## config.mk

```make
export PLATFORM = sky130hd
export DESIGN_NAME = branch_resolve
export DESIGN_NICKNAME = d
export VERILOG_FILES = /design/src/rtl/branch_resolve_pkg.sv /design/src/rtl/branch_target_gen.sv /design/src/rtl/branch_resolve.sv
export SDC_FILE = /design/constraint.sdc
export NUM_CORES = 1
export LEC_CHECK = 0
export ABC_CLOCK_PERIOD_IN_PS = 4100
export CAP_MARGIN = 20
export CORE_MARGIN = 5
export CORE_UTILIZATION = 50
export CTS_BUF_LIST = sky130_fd_sc_hd__clkbuf_4
export DETAILED_ROUTE_END_ITERATION = 7
export PLACE_DENSITY = 0.95
export RECOVER_POWER = 25
export SETUP_SLACK_MARGIN = 0.5
export SKIP_CTS_REPAIR_TIMING = 1
export SLEW_MARGIN = 20
export SYNTH_ARGS = -nofsm -noshare
export SYNTH_HDL_FRONTEND = slang
export SYNTH_SLANG_ARGS = --single-unit
export TNS_END_PERCENT = 50
```

## constraint.sdc

```tcl
create_clock -name clk -period 4.1 [get_ports clk]
set_clock_uncertainty 0.05 [all_clocks]
set_input_delay 1.025 -clock clk [delete_from_list [all_inputs] [get_ports clk]]
set_output_delay 1.025 -clock clk [all_outputs]
set_load 0.02 [all_outputs]
```

## src/rtl/branch_resolve_pkg.sv

```systemverilog
// branch_resolve_pkg: shared EX-stage branch definitions.
//   ST_* : redirect FSM state encoding
//   WORD_SHIFT, JREG_HI/JREG_LO : word-offset shift and jump-region field
//   br_offset() : sign-extended branch word offset as a byte offset
package branch_resolve_pkg;
   localparam logic [1:0] ST_IDLE  = 2'd0;
   localparam logic [1:0] ST_PEND  = 2'd1;
   localparam logic [1:0] ST_FLUSH = 2'd2;
   localparam int WORD_SHIFT = 2;
   localparam int JREG_HI = 31;
   localparam int JREG_LO = 28;
   function automatic logic [31:0] br_offset(input logic [15:0] imm);
      return {{16{imm[15]}}, imm} << WORD_SHIFT;
   endfunction
endpackage

```

## src/rtl/branch_target_gen.sv

```systemverilog
// branch_target_gen: combinational redirect target mux (jr > jump > branch).
//   pc, imm16, target26, rs : instruction PC, branch offset, jump index, jr register
//   is_jump, is_jr          : type select; neither set means conditional branch
//   target                  : redirect address (jr target word-aligned)
module branch_target_gen
   import branch_resolve_pkg::*;
(
   input  logic [31:0] pc,
   input  logic [15:0] imm16,
   input  logic [25:0] target26,
   input  logic [31:0] rs,
   input  logic        is_jump,
   input  logic        is_jr,
   output logic [31:0] target
);
   logic [31:0] pc4;
   assign pc4 = pc + 32'd4;
   // a misaligned jr still redirects, to the enclosing word
   assign target = is_jr   ? (rs & 32'hFFFF_FFFC) :
                   is_jump ? {pc4[JREG_HI:JREG_LO], target26, 2'b00} :
                             pc4 + br_offset(imm16);
endmodule

```

## src/rtl/branch_resolve.sv

```systemverilog
// branch_resolve: EX-stage branch resolution, redirect handshake, flush and stats.
//   clk, reset (async active-low)
//   ex_* / cmp_s             : EX instruction and Compare flag
//   redir_valid/ready/pc     : redirect handshake to the PC unit
//   ex_stall, flush          : hold EX while busy; kill wrong-path slot
//   addr_err, clr_stats      : sticky misaligned-jr flag; sync stats clear
//   br_cnt, taken_cnt        : saturating resolved/redirect counters
module branch_resolve
   import branch_resolve_pkg::*;
#(
   parameter int FLUSH_CYCLES = 1,
   parameter int CNT_W = 16
) (
   input  logic             clk,
   input  logic             reset,
   input  logic             ex_valid,
   input  logic             ex_is_branch,
   input  logic             ex_is_jump,
   input  logic             ex_is_jr,
   input  logic [31:0]      ex_pc,
   input  logic [15:0]      ex_imm16,
   input  logic [25:0]      ex_target26,
   input  logic [31:0]      ex_rs,
   input  logic             cmp_s,
   output logic             redir_valid,
   input  logic             redir_ready,
   output logic [31:0]      redir_pc,
   output logic             ex_stall,
   output logic             flush,
   output logic             addr_err,
   input  logic             clr_stats,
   output logic [CNT_W-1:0] br_cnt,
   output logic [CNT_W-1:0] taken_cnt
);
   localparam int FW = $clog2(FLUSH_CYCLES + 2);
   logic [1:0] state;
   logic [FW-1:0] fcnt;
   logic [31:0] target;
   logic ctl, taken;
   branch_target_gen u_tgen (
      .pc(ex_pc),
      .imm16(ex_imm16),
      .target26(ex_target26),
      .rs(ex_rs),
      .is_jump(ex_is_jump),
      .is_jr(ex_is_jr),
      .target(target)
   );
   // EX inputs only matter in IDLE; ex_stall holds them upstream otherwise
   assign ctl = state == ST_IDLE && ex_valid && (ex_is_branch || ex_is_jump || ex_is_jr);
   assign taken = ex_is_jr || ex_is_jump || (ex_is_branch && cmp_s);
   assign redir_valid = state == ST_PEND;
   assign flush = state == ST_FLUSH;
   assign ex_stall = state != ST_IDLE;
   always_ff @(posedge clk or negedge reset) begin
      if (!reset) begin
         state <= ST_IDLE;
         fcnt <= '0;
         redir_pc <= '0;
      end else begin
         case (state)
            ST_IDLE: if (ctl && taken) begin
               redir_pc <= target;
               state <= ST_PEND;
            end
            ST_PEND: if (redir_ready) begin
               state <= FLUSH_CYCLES > 0 ? ST_FLUSH : ST_IDLE;
               fcnt <= FW'(FLUSH_CYCLES);
            end
            ST_FLUSH: begin
               fcnt <= fcnt - FW'(1);
               if (fcnt <= FW'(1)) state <= ST_IDLE;
            end
            default: state <= ST_IDLE;
         endcase
      end
   end
   always_ff @(posedge clk or negedge reset) begin
      if (!reset) begin
         br_cnt <= '0;
         taken_cnt <= '0;
         addr_err <= 1'b0;
      end else if (clr_stats) begin
         br_cnt <= '0;
         taken_cnt <= '0;
         addr_err <= 1'b0;
      end else begin
         if (ctl && br_cnt != '1) br_cnt <= br_cnt + CNT_W'(1);
         if (ctl && taken && taken_cnt != '1) taken_cnt <= taken_cnt + CNT_W'(1);
         if (ctl && ex_is_jr && ex_rs[1:0] != 2'b00) addr_err <= 1'b1;
      end
   end
endmodule

```

; ---- After elaboration in Yosys (flattened, before gate mapping)
; Cells that the tools add are included.
[word_totals]
regBits = 69
latch_bits = 0
ram_bits = 0
mem_bits_ro = 0
inputBits = 115
out_inout_bits = 68
elab_cells = 55
n_memories = 0
[op_classes]
add_sub_neg = 5
mul = 0
div_mod_pow = 0
order_cmp = 1
eq_ne = 7
shifts = 0
muxes = 14
bitwise = 0
reduce_logical = 22
[op_table]
columns = op, count
row1 = two-way mux 16 bit, 4
row2 = two-way mux 32 bit, 2
row3 = "adder 16 x 1 -> 16 bit, second input constant", 2
row4 = "adder 32 x 3 -> 32 bit, second input constant", 1
row5 = adder 32 bit, 1
row6 = "!= test 16 bit, second input constant", 2
row7 = nonzero test 2 bit, 6
row8 = logical AND 1 bit, 8
row9 = two-way mux 2 bit, 4
row10 = "!= test 2 x 1 -> 1 bit, second input constant", 3
row11 = case mux 2 bit (3 select lines), 1
row12 = logical OR 1 bit, 4
row13 = case mux 2 bit (2 select lines), 1
row14 = AND reduction 2 bit, 2
row15 = AND reduction 3 bit, 1
row16 = "equality test 2 x 1 -> 1 bit, second input constant", 1
row17 = "equality test 2 bit, second input constant", 1
row18 = "<= comparator 2 x 1 -> 1 bit, second input constant", 1
row19 = zero test 2 bit, 1
row20 = two-way mux 1 bit, 2
row21 = "subtractor 2 x 1 -> 2 bit, second input constant", 1

; ---- Longest topological paths before layout
[logic_depth]
ltp_word = 7
depth_mapped = 15
depth_no_buf = 14

; ---- Cells and area by module
; Synthesis repeated with hierarchy kept, for this count alone.
[unflattened]
cells_unflattened = 776
area_unflattened_um2 = 6179.7
[by_module_without_submodules]
columns = mod, n_inst, cells_per_inst, area_each_um2, seq_area_each_um2
row1 = branch_resolve, 1, 372, 3465.8, 1726.7
row2 = branch_target_gen, 1, 404, 2713.9, 0.0

; ---- Least setup slack after synthesis
; No wires, ideal clock.
[synth_path]
kind = input-to-reg
startpoint = in ex_pc[7]
endpoint = reg redir_pc[31]
setup_time_ns = 0.124
t_arrival_ns = 3.842
required_time_ns = 3.926
setup_slack_ns = 0.084
stages = 14
path_buffers = 0
cell_sequence = and4_1 > nand3_1 > nor3_1 > nand3_1 > xnor2_1 > ha_1 > a21o_1 > a21oi_1 > o21bai_1 > and2_1 > o32ai_2 > mux2_1 > mux2i_1 > a211o_1
[synth_between]
elab_chain_cells = 4
[synth_lines]
columns = element, line_no
row1 = from (decl), branch_resolve.sv:20  ; input logic [31:0] ex_pc,
row2 = adder 32 x 3 -> 32 bit *, branch_target_gen.sv:17  ; assign pc4 = pc + 32'd4;
row3 = adder 32 bit, branch_target_gen.sv:21  ; pc4 + br_offset(imm16);
row4 = two-way mux 32 bit *, branch_target_gen.sv:20  ; is_jump ? {pc4[JREG_HI:JREG_LO], target26, 2'b00} :
row5 = two-way mux 32 bit *, branch_target_gen.sv:19  ; assign target = is_jr ? (rs & 32'hFFFF_FFFC) :
row6 = to (signal assigned), branch_resolve.sv:63  ; redir_pc <= target;
row7 = to (decl), branch_resolve.sv:27  ; output logic [31:0] redir_pc,
; Mark *: on every way between the ends. The rest lies on a longest branch, timed or not.
; A chain may end at the register's enable or synchronous reset.

; ---- Final worst setup path
[layout_path]
startpoint = in ex_pc[2]
endpoint = reg redir_pc[31]
; The elaborated chain is that of the path after synthesis.

==> results.yml <==
clock_tree:
  worst_setup_hold_path_clk_slew_ns: 0.11
  cts_buffer_depth: 2
  numClockSinks: 69
  clock_tree.root_cell: "sky130_fd_sc_hd__clkbuf_4"
  cts_htree_levels: 3
  cts_inserted_buffers: 9
  clock_latency_ns: 0.43
  tritoncts: "done"
yosys:
  synth-edff-count: 0
  netlist.top_cell.by_area: "sky130_fd_sc_hd__dfrtp_1"
  synth.yosys.warnings: 0
  syn-num-nets: 869
  synth_sequential_area_ratio: 0.297
  yosys.area.top_type_share: 0.297
  synth_flop_cell: "sky130_fd_sc_hd__dfrtp_1"
  synth-async-reset-ratio: 1.00
  synth_cells: 715
  yosys_register_bits: 69
  ys_top_cells_by_area: "sky130_fd_sc_hd__dfrtp_1, sky130_fd_sc_hd__ha_1, sky130_fd_sc_hd__o21ai_0"
  synthDistinctLibCells: 71
  synth_area_per_cell_um2: 8.12
  netlist_area_um2: 5810
global_route:
  antenna_found_initial: 0
  pin_count_of_the_biggest_net_entering_global_routing: 57
  grt.overflow.total: 0
  global_route.usage.total: 0.289
  grt_first_pass_wirelength_um: 33500
  grt_pass1_vias: 6937
detailed_routing:
  postRouteWirelength_um: 24200
  detailed_route_wire_length_per_cell_um: 20.5
  vias_after_detailed_routing: 7257
  drt_pass1_iterations: 5
  vias_per_cell: 6.15
  route.detailed.drc: 0
  initialDrtViolationCount: 827
  route.antenna.remaining_nets: 0
final_layout:
  layout-drive-gt1-share: 0.251
  utilization_after_layout: 0.827
  n_antenna_cell: 0
  fin_nets: 1186
  postLayoutCellArea_um2: 9440
  layout_common_cells: "sky130_fd_sc_hd__clkdlybuf4s50_1, sky130_fd_sc_hd__buf_4, sky130_fd_sc_hd__nand2_1"
  layout_commonest_cell: "sky130_fd_sc_hd__clkdlybuf4s50_1"
  area.growth.synth_to_final_pct: 62.6
timing:
  final-hold-violation-count: 0
  maxClockFrequency_mhz: 262
  fin_crit_sh: 0.931
  period_minus_slack_ns: 3.82
  timing.slew.headroom: -0.476
  grt_setup_unrepaired: "true"
  setup_viol_count_final: 0
  max_slew.worst_pin.slew_ns: 2.21
  timing_max_transition_violations_final: 42
critical_path:
  crit_path_end_kind: "flop"
  critPathLaunchType: "input port"
  cp_data_arrival_time_ns: 4.09
  required_ns: 4.37
  worst_setup_path_category: "input port to flop"
  timing.critical_path.fanout_max: 5
  regToRegSetupSlack_ns: 1.62
floorplanning:
  fp.dieArea_um2: 13900
  row_count: 39
  fp.dieH_um: 118
  io_pins: 183
  placeableCoreArea_um2: 11400
  initial_utilization: 0.509
  die_x_um: 118
placement:
  dpl_cell_area_um2: 8790
  routabilityCongestion: 0.917
  placement.io_buffers: 182
  post-dp-hpwl_um: 16800
status:
  failed_checks: "capacitance limit, slew limit"
  status: "complete, but fails checks"
pwr:
  total_leakage_power_nw: 4.28
  power_density_nw_per_um2: 323
  p_total_mw: 3.05
  vdd_drop_max_mv: 0.310
flow_run:
  cap_viol_max_count: 1
worst_hold_path:
  hold_path.class: "flop to flop"
-- cell type report --
class | instances | area [um^2]
clock buffers | 10 | 75.1
clock inverters | 6 | 77.6
fillers | 618 | 1970
inverters | 17 | 66.3
multi-input cells | 601 | 4290
flip-flops and latches | 69 | 1730
well taps | 143 | 179
repair buffers | 334 | 3030
-- flip-flops by register name, summed over array words and instances, names as in the netlist --
name / cells
state: 2
redir_pc: 32
br_cnt: 16
taken_cnt: 16
addr_err: 1
fcnt: 2
-- cell families (layout without fill, tap and decap cells) --
family / count (synthesis) / after routing / share of synthesized area
xor+xnor: 70 / 70 / 0.106
mux: 11 / 11 / 0.0194
fa+ha+maj: 39 / 39 / 0.0853
compound gates: 209 / 209 / 0.235
simple gates: 272 / 272 / 0.225
buf+inv: 45 / 367 / 0.0323
flops: 69 / 69 / 0.297
-- stage by stage --
stage	hold slack, ns	std cells	worst slack [ns]	setup TNS (ns)
floorplan	0.424	715	0.283	0
global placement	0.399	1149	-0.401	-3.10
detailed placement	0.408	1149	-0.494	-5.20
CTS	0.433	1165	-0.0277	-0.0277
global route	0.460	1180	0.185	0
finish	0.430	1180	0.285	0
-- synthesized netlist by cell type, types with 3 or more instances --
master and instances:
sky130_fd_sc_hd__o21ai_0 63, sky130_fd_sc_hd__nor3_1 7, sky130_fd_sc_hd__o21bai_1 3, sky130_fd_sc_hd__a211oi_1 7, sky130_fd_sc_hd__mux2i_1 9, sky130_fd_sc_hd__buf_1 5
sky130_fd_sc_hd__buf_2 3, sky130_fd_sc_hd__o21a_1 6, sky130_fd_sc_hd__ha_1 38, sky130_fd_sc_hd__a31oi_1 4, sky130_fd_sc_hd__nand2_1 84, sky130_fd_sc_hd__a221o_1 3
sky130_fd_sc_hd__o311ai_0 4, sky130_fd_sc_hd__and2_1 3, sky130_fd_sc_hd__xor2_1 36, sky130_fd_sc_hd__nand2b_1 3, sky130_fd_sc_hd__a211oi_2 3, sky130_fd_sc_hd__clkbuf_1 18
sky130_fd_sc_hd__and3_1 9, sky130_fd_sc_hd__a21o_1 17, sky130_fd_sc_hd__and4_1 6, sky130_fd_sc_hd__inv_1 16, sky130_fd_sc_hd__xnor2_1 34, sky130_fd_sc_hd__nand3_1 32
sky130_fd_sc_hd__o21ai_1 8, sky130_fd_sc_hd__a21oi_1 51, sky130_fd_sc_hd__dfrtp_1 69, sky130_fd_sc_hd__nor2b_1 6, sky130_fd_sc_hd__nor2_1 74, sky130_fd_sc_hd__or3_1 15
sky130_fd_sc_hd__nand4_1 20, sky130_fd_sc_hd__o211ai_1 12
-- path summary, 6_finish.rpt --
path                                  start           end  depth (start not counted)
worst max-delay path               ex_pc[2]  redir_pc[31]                         14
worst min-delay path            redir_pc[0]   redir_pc[0]                          2
worst max register to register     state[0]  taken_cnt[9]                          7
worst min register to register  redir_pc[0]   redir_pc[0]                          2
max in group asynchronous             reset  redir_pc[12]                          2
min in group asynchronous             reset       fcnt[0]                          1
-- critical path: stages --
cell	delay (ns)
sky130_fd_sc_hd__buf_8	0.08
sky130_fd_sc_hd__ha_1	0.16
sky130_fd_sc_hd__nand3_2	0.15
sky130_fd_sc_hd__nor2_1	0.19
sky130_fd_sc_hd__xor2_1	0.21
sky130_fd_sc_hd__ha_1	0.28
sky130_fd_sc_hd__a211oi_2	0.30
sky130_fd_sc_hd__o211ai_2	0.20
sky130_fd_sc_hd__a211oi_2	0.35
sky130_fd_sc_hd__a21oi_2	0.11
sky130_fd_sc_hd__o32ai_2	0.30
sky130_fd_sc_hd__mux2_4	0.34
sky130_fd_sc_hd__mux2i_1	0.12
sky130_fd_sc_hd__a211o_1	0.27
-- layer usage --
| metal | vias up | GRT usage | share of wire |
|---|---|---|---|
| li1 | 3227 | - | - |
| met5 | - | 0 | 0 |
| met1 | 3347 | 0.348 | 0.36 |
| met2 | 522 | 0.499 | 0.49 |
| met4 | 0 | 0.121 | 0.069 |
| met3 | 161 | 0.0634 | 0.077 |
-- power by group --
group	internal (mW)	leakage, nW	switching (mW)
combinational	0.773	3.30	0.847
clock	0.248	0.0852	0.244
sequential	0.839	0.897	0.0953
Power figures use the tool's default switching activity.
